<file path="src/rtl/instruction_fetch_sequencer.sv">
// instruction_fetch_sequencer
//
// Program counter and fetch sequencer for a synchronous instruction ROM with a
// one-cycle registered read. The sequencer issues a PC to the ROM and tags it as
// in flight. It presents the returning word to decode together with its PC.
// Words fetched down the wrong path after a branch are squashed. Fetch stops
// when the end-of-program marker arrives or when an address fault is seen.
//
// Optional build macro: FETCH_PERF_CNT_EN. When it is defined, the block adds
// saturating retired/bubble counters and their output ports.
//
// Ports:
//   clk, rst              rising-edge clock, asynchronous active-high reset
//   start                 pulse; begin execution at RESET_VECTOR (IDLE/HALT only)
//   suspend_cpu           global stall; freezes every register
//   branch_valid/target   redirect request and target PC
//   rom_instruction       registered ROM read data
//   rom_end_of_program    ROM flag: current data word is the end marker
//   rom_address_exceeded  ROM range flag
//   rom_address           ROM read address (the registered PC)
//   rom_suspend           ROM hold request; high keeps the ROM output unchanged
//   instr_out/pc/valid    instruction, its PC and its valid flag, to decode
//   busy/halted/fault     state RUN / HALT / FAULT
//   retired_count         (FETCH_PERF_CNT_EN) count of valid instruction cycles
//   bubble_count          (FETCH_PERF_CNT_EN) count of unstalled RUN cycles without a valid instruction
//
// state | meaning
// IDLE  | after reset, waiting for start
// RUN   | fetching; one word in flight
// HALT  | end-of-program marker seen; start restarts
// FAULT | address out of range; only rst exits
module instruction_fetch_sequencer #(
    parameter int                  ADDR_W       = 8,
    parameter int                  INSTR_W      = 21,
    parameter int                  ROM_SIZE     = 256,
    parameter logic [ADDR_W-1:0]   RESET_VECTOR = '0,
    parameter logic [INSTR_W-1:0]  NOP_WORD     = 21'h0000F
) (
    input  logic               clk,
    input  logic               rst,
    input  logic               start,
    input  logic               suspend_cpu,
    input  logic               branch_valid,
    input  logic [ADDR_W-1:0]  branch_target,
    input  logic [INSTR_W-1:0] rom_instruction,
    input  logic               rom_end_of_program,
    input  logic               rom_address_exceeded,
    output logic [ADDR_W-1:0]  rom_address,
    output logic               rom_suspend,
    output logic [INSTR_W-1:0] instr_out,
    output logic [ADDR_W-1:0]  instr_pc,
    output logic               instr_valid,
    output logic               busy,
    output logic               halted,
    output logic               fault
`ifdef FETCH_PERF_CNT_EN
    ,
    output logic [15:0]        retired_count,
    output logic [15:0]        bubble_count
`endif
);

    typedef enum logic [1:0] {
        S_IDLE  = 2'd0,
        S_RUN   = 2'd1,
        S_HALT  = 2'd2,
        S_FAULT = 2'd3
    } state_t;

    // One extra bit so that ROM_SIZE = 2**ADDR_W is representable. With that
    // size no PC can exceed the limit, and the PC wraps 255 -> 0 cleanly.
    localparam logic [ADDR_W:0] ROM_LIMIT = (ADDR_W + 1)'(ROM_SIZE);

    state_t              state, state_next;
    logic [ADDR_W-1:0]   pc, pc_next;
    logic [ADDR_W-1:0]   pc_d, pc_d_next;
    logic                inflight_v, inflight_v_next;
    logic                squash, squash_next;

    logic                fault_raw;
    logic                eop_raw;
    logic                present;
    logic                start_accept;

    // Fault and end-of-program conditions are evaluated without regard to
    // suspend_cpu. That way the word shown on instr_out stays the same while
    // stalled, and it reappears unchanged on release.
    assign fault_raw    = ({1'b0, pc} >= ROM_LIMIT) || rom_address_exceeded;
    assign eop_raw      = inflight_v && !squash && rom_end_of_program;
    assign start_accept = start && !suspend_cpu && (state == S_IDLE || state == S_HALT);

    // State and datapath registers
    always_ff @(posedge clk or posedge rst) begin
        if (rst) begin
            state      <= S_IDLE;
            pc         <= RESET_VECTOR;
            pc_d       <= '0;
            inflight_v <= 1'b0;
            squash     <= 1'b0;
        end else begin
            state      <= state_next;
            pc         <= pc_next;
            pc_d       <= pc_d_next;
            inflight_v <= inflight_v_next;
            squash     <= squash_next;
        end
    end

    // Next-state logic; suspend_cpu holds everything
    always_comb begin
        state_next      = state;
        pc_next         = pc;
        pc_d_next       = pc_d;
        inflight_v_next = inflight_v;
        squash_next     = squash;
        if (!suspend_cpu) begin
            case (state)
                S_IDLE, S_HALT: begin
                    if (start) begin
                        state_next      = S_RUN;
                        pc_next         = RESET_VECTOR;
                        inflight_v_next = 1'b0;
                        squash_next     = 1'b0;
                    end
                end
                S_RUN: begin
                    if (fault_raw) begin
                        state_next = S_FAULT;
                    end else if (eop_raw) begin
                        state_next = S_HALT;
                    end else begin
                        pc_d_next       = pc;
                        inflight_v_next = 1'b1;
                        // The word issued alongside a branch is wrong-path.
                        squash_next     = branch_valid;
                        pc_next         = branch_valid ? branch_target : pc + ADDR_W'(1);
                    end
                end
                default: ;
            endcase
        end
    end

    // Outputs
    always_comb begin
        rom_suspend = 1'b1;
        busy        = 1'b0;
        halted      = 1'b0;
        fault       = 1'b0;
        present     = 1'b0;
        case (state)
            S_RUN: begin
                busy        = 1'b1;
                rom_suspend = suspend_cpu;
                present     = inflight_v && !squash && !fault_raw && !eop_raw;
            end
            S_HALT:  halted = 1'b1;
            S_FAULT: fault  = 1'b1;
            default: ;
        endcase
        rom_address = pc;
        instr_pc    = pc_d;
        instr_valid = present && !suspend_cpu;
        instr_out   = present ? rom_instruction : NOP_WORD;
    end

`ifdef FETCH_PERF_CNT_EN
    always_ff @(posedge clk or posedge rst) begin
        if (rst) begin
            retired_count <= '0;
            bubble_count  <= '0;
        end else if (start_accept) begin
            retired_count <= '0;
            bubble_count  <= '0;
        end else begin
            if (instr_valid && retired_count != 16'hFFFF)
                retired_count <= retired_count + 16'd1;
            if (state == S_RUN && !suspend_cpu && !instr_valid && bubble_count != 16'hFFFF)
                bubble_count <= bubble_count + 16'd1;
        end
    end
`endif

endmodule

</file>
<file path="config.mk">
export PLATFORM = sky130hd
export DESIGN_NAME = instruction_fetch_sequencer
export DESIGN_NICKNAME = d
export VERILOG_FILES = /design/src/rtl/instruction_fetch_sequencer.sv
export SDC_FILE = /design/constraint.sdc
export NUM_CORES = 1
export LEC_CHECK = 0
export ABC_CLOCK_PERIOD_IN_PS = 1900
export CORE_MARGIN = 5
export CORE_UTILIZATION = 37
export CTS_BUF_LIST = sky130_fd_sc_hd__clkbuf_8
export DETAILED_ROUTE_END_ITERATION = 16
export PLACE_DENSITY = 0.93
export SETUP_SLACK_MARGIN = 0.5
export SYNTH_ARGS = -nofsm -noshare
export SYNTH_HDL_FRONTEND = slang
export SYNTH_SLANG_ARGS = --single-unit
</file>
<file path="constraint.sdc">
create_clock -name clk -period 1.9 [get_ports clk]
set_input_delay 0.19 -clock clk [delete_from_list [all_inputs] [get_ports clk]]
set_output_delay 0.19 -clock clk [all_outputs]
set_load 0.05 [all_outputs]
</file>
==> results_dict.tcl <==
set metrics [dict create \
    status "finished, violations left" \
    violations "setup timing" \
    setup_viol 13 \
    clk_pin_slew_worst_paths_ns 0.08 \
    ys_ff_latch 20 \
    synthTopCellsByCount "dfrtp_1, and2_1, nand2_1, mux2_2, nand2b_1" \
    synth_top_area_share_pct 41.62 \
    ys_warn_count 0 \
    ir_drop_uv 1244 \
    r2r_slack_ns 0.05 \
    synth.distinct_cells 39 \
    r2r-start "state[1]" \
    area_growth_pct 125.0 \
    dr.first_iter.drc_count 96 \
    num-fill-cells 147 \
    core-area_sq_um 3078 \
    required_ns 1.71 \
    seq_area_sq_um 500.5 \
    crit_fanout 5 \
    yosysTopAreaCell "dfrtp_1" \
    r2r_end "rom_address[5]" \
    cp-endpoint "instr_out[11]" \
    finalHoldViolCount 0 \
    drv_slew 0 \
    power.density_nw_per_um2 847.4 \
    start_util_pct 39.07 \
    power_mw 2.292 \
    rsz0062_at_grt "true" \
    cts_sinks 20 \
    startpoint "state[1]" \
    antenna_left 0 \
    dp_hpwl_mm 3.666 \
    critPathArrivalTime_ns 1.75 \
    gp_congestion 0.8389 \
    grt.total_usage_pct 25.81 \
    synth_cells 121 \
    postCtsHoldBufs 0 \
    die_w_microns 67.01 \
    synth_most_common_cell "dfrtp_1" \
    nets 260 \
    avgRoutedWirePerCell_microns 21.88 \
    maxCapViolCount 0 \
    viasPerCell 5.429 \
    power.internal_mw 1.172 \
    multi_input_area_sq_um 810.8 \
    die_area_sq_um 4490 \
    first_global_vias 1558 \
    h-tree-depth 1 \
    drt_drc_violations_left 0 \
    grt_pass1_wl_mm 8.500 \
    cts-root-buf "clkbuf_8" \
    ios 78 \
    fin_ws_ns -0.03732 \
    cts_buffers 3 \
    diodes 0 \
    yosysSeqAreaShare_pct 41.62 \
    post-place-ws_ns -0.08593 \
    vias 1444 \
    finClkSkew_ns 0.002808 \
    finalCritPeriodShare_pct 102.0 \
    clkPwrFrac_pct 14.7 \
    clkLatencyLatePin_ns 0.27 \
    p_comb_share_pct 49.9 \
    avgSynthCellArea_sq_um 9.937 \
    ys_async_sr_fraction_pct 100.0 \
    cts_buffer_depth 2 \
    hp-class "input pin to asynchronous set/reset pin" \
    synthTopCellsByArea "dfrtp_1, and2_1, mux2_2, nand2_1, nand2b_1" \
    reg2reg_depth 6 \
    tritoncts "built" \
    synth_edf_count 0 \
    drive_above_1_share_pct 49.10 \
    max_freq_mhz 516.2 \
    synth_area_sq_um 1202 \
    cp-start-kind "flip-flop" \
    rows 20 \
    antenna_found_initial 0 \
    critPathCaptureType "output port" \
    synth_ff_type "dfrtp_1" \
    tightest_slew_ns 0.5197 \
    p_sw_share_pct 48.85 \
    p_leak_nw 1.226 \
    syn_nets 158 \
    crit_type "flip-flop to output port" \
    min_period_ns 1.937 \
    grt_max_degree 21 \
    overflow 0 \
    die_height_microns 67.01 \
    io_buffers 77 \
    first_pass_iters 4 \
    max_slew_margin_pct 65.49 \
    switchingPower_mw 1.120 \
    wl_mm 5.820 \
    pwr-share-seq_pct 35.4 \
]
==> metal layers <==
layer | share of wire (%) | global-route usage (%) | up-vias
li1 | - | - | 633
met2 | 49 | 48.59 | 128
met3 | 13 | 8.769 | 19
met4 | 4.2 | 6.835 | 0
met1 | 34 | 26.74 | 664
met5 | 0 | 0 | -
==> through the flow <==
| step | area, sq um | setup TNS, ns | std cells | hold slack, ns | util (%) |
|---|---|---|---|---|---|
| final | 2705 | -0.3305 | 266 | 0.2785 | 87.89 |
| after detailed placement | 2412 | -0.5303 | 250 | 0.4983 | 78.37 |
| after global routing | 2705 | -2.515 | 266 | 0.3160 | 87.89 |
| after floorplan | 1355 | 0 | 121 | 0.1538 | - |
| after CTS | 2650 | 0 | 262 | 0.2575 | 86.10 |
| after global placement | 2412 | -0.03301 | 250 | 0.4926 | 78.37 |
==> state kept, by name, indices dropped and copies added (netlist names) <==
register     cells
state            2
instr_pc         8
inflight_v       1
squash           1
rom_address      8
==> power by group through the flow <==
stage          logic (mW)  registers (mW)  clock network (mW)
2_1_floorplan       0.264            1.21                   0
3_3_place_gp         1.14           0.769                   0
3_5_place_dp         1.17           0.787                   0
4_1_cts              1.14           0.793               0.331
5_1_grt              1.19           0.835               0.359
6_report             1.14           0.811               0.337
==> placed cells by master (no fill, tap or decap), drive strengths merged, types with 2 or more instances in the layout <==
master	synthesis	routed
mux2	9	9
or3b	2	2
and3	2	2
dfrtp	20	20
nand2	12	12
and3b	2	2
inv	3	3
buf	4	57
a32oi	3	3
clkdlybuf4s50	0	35
and2	18	18
nand2b	6	6
nand3	4	4
o31ai	3	3
nor3	2	2
a21oi	2	2
a22o	4	4
a21o	2	2
dlygate4sd2	0	6
clkdlybuf4s15	0	5
o21ai	3	3
clkbuf	4	6
nor4	2	2
==> repair_timing <==
item                                    CTS  global route
resized for setup                        56            23
buffers inserted                          5             4
endpoints found under the setup margin   59            49
cloned                                    3             0
pin swaps                                 9             2
==> how the worst min path moves through the flow <==
stage	end	start	slack, ns	cells after the start
final	state[1]	rst	0.28	3
after global routing	state[1]	rst	0.32	3
after CTS	squash	rst	0.26	3
after detailed placement	instr_pc[2]	instr_pc[2]	0.50	1
after global placement	instr_pc[3]	instr_pc[3]	0.49	1
after floorplan	inflight_v	rst	0.15	1
==> kinds of logic after synthesis <==
logic type / count (synthesis) / share of synthesized area (%)
buffers and inverters: 11 / 5.098
AND/OR/NAND/NOR: 54 / 27.37
flip-flops: 20 / 41.62
multiplexers: 9 / 8.429
adder cells (fa/ha/maj): 1 / 1.040
XOR/XNOR: 1 / 0.7285
AO/OA/AOI/OAI: 25 / 15.71
==> critical path, stage by stage, from the launching register on <==
cell and delay, ns:
dfrtp_1 0.41, buf_6 0.14, nor2b_4 0.12, nor4b_4 0.21
buf_6 0.17, buf_8 0.14, and2_4 0.15, buf_12 0.13
==> cell type report <==
type | count | share of cell area (%)
Clock buffer | 4 | 2.035
Inverter | 3 | 0.4163
Multi-Input combinational cell | 90 | 29.97
Sequential cell | 20 | 18.50
Tap cell | 44 | 2.035
Timing Repair Buffer | 105 | 47.04
No activity file was read; power rests on OpenSTA's default activity.
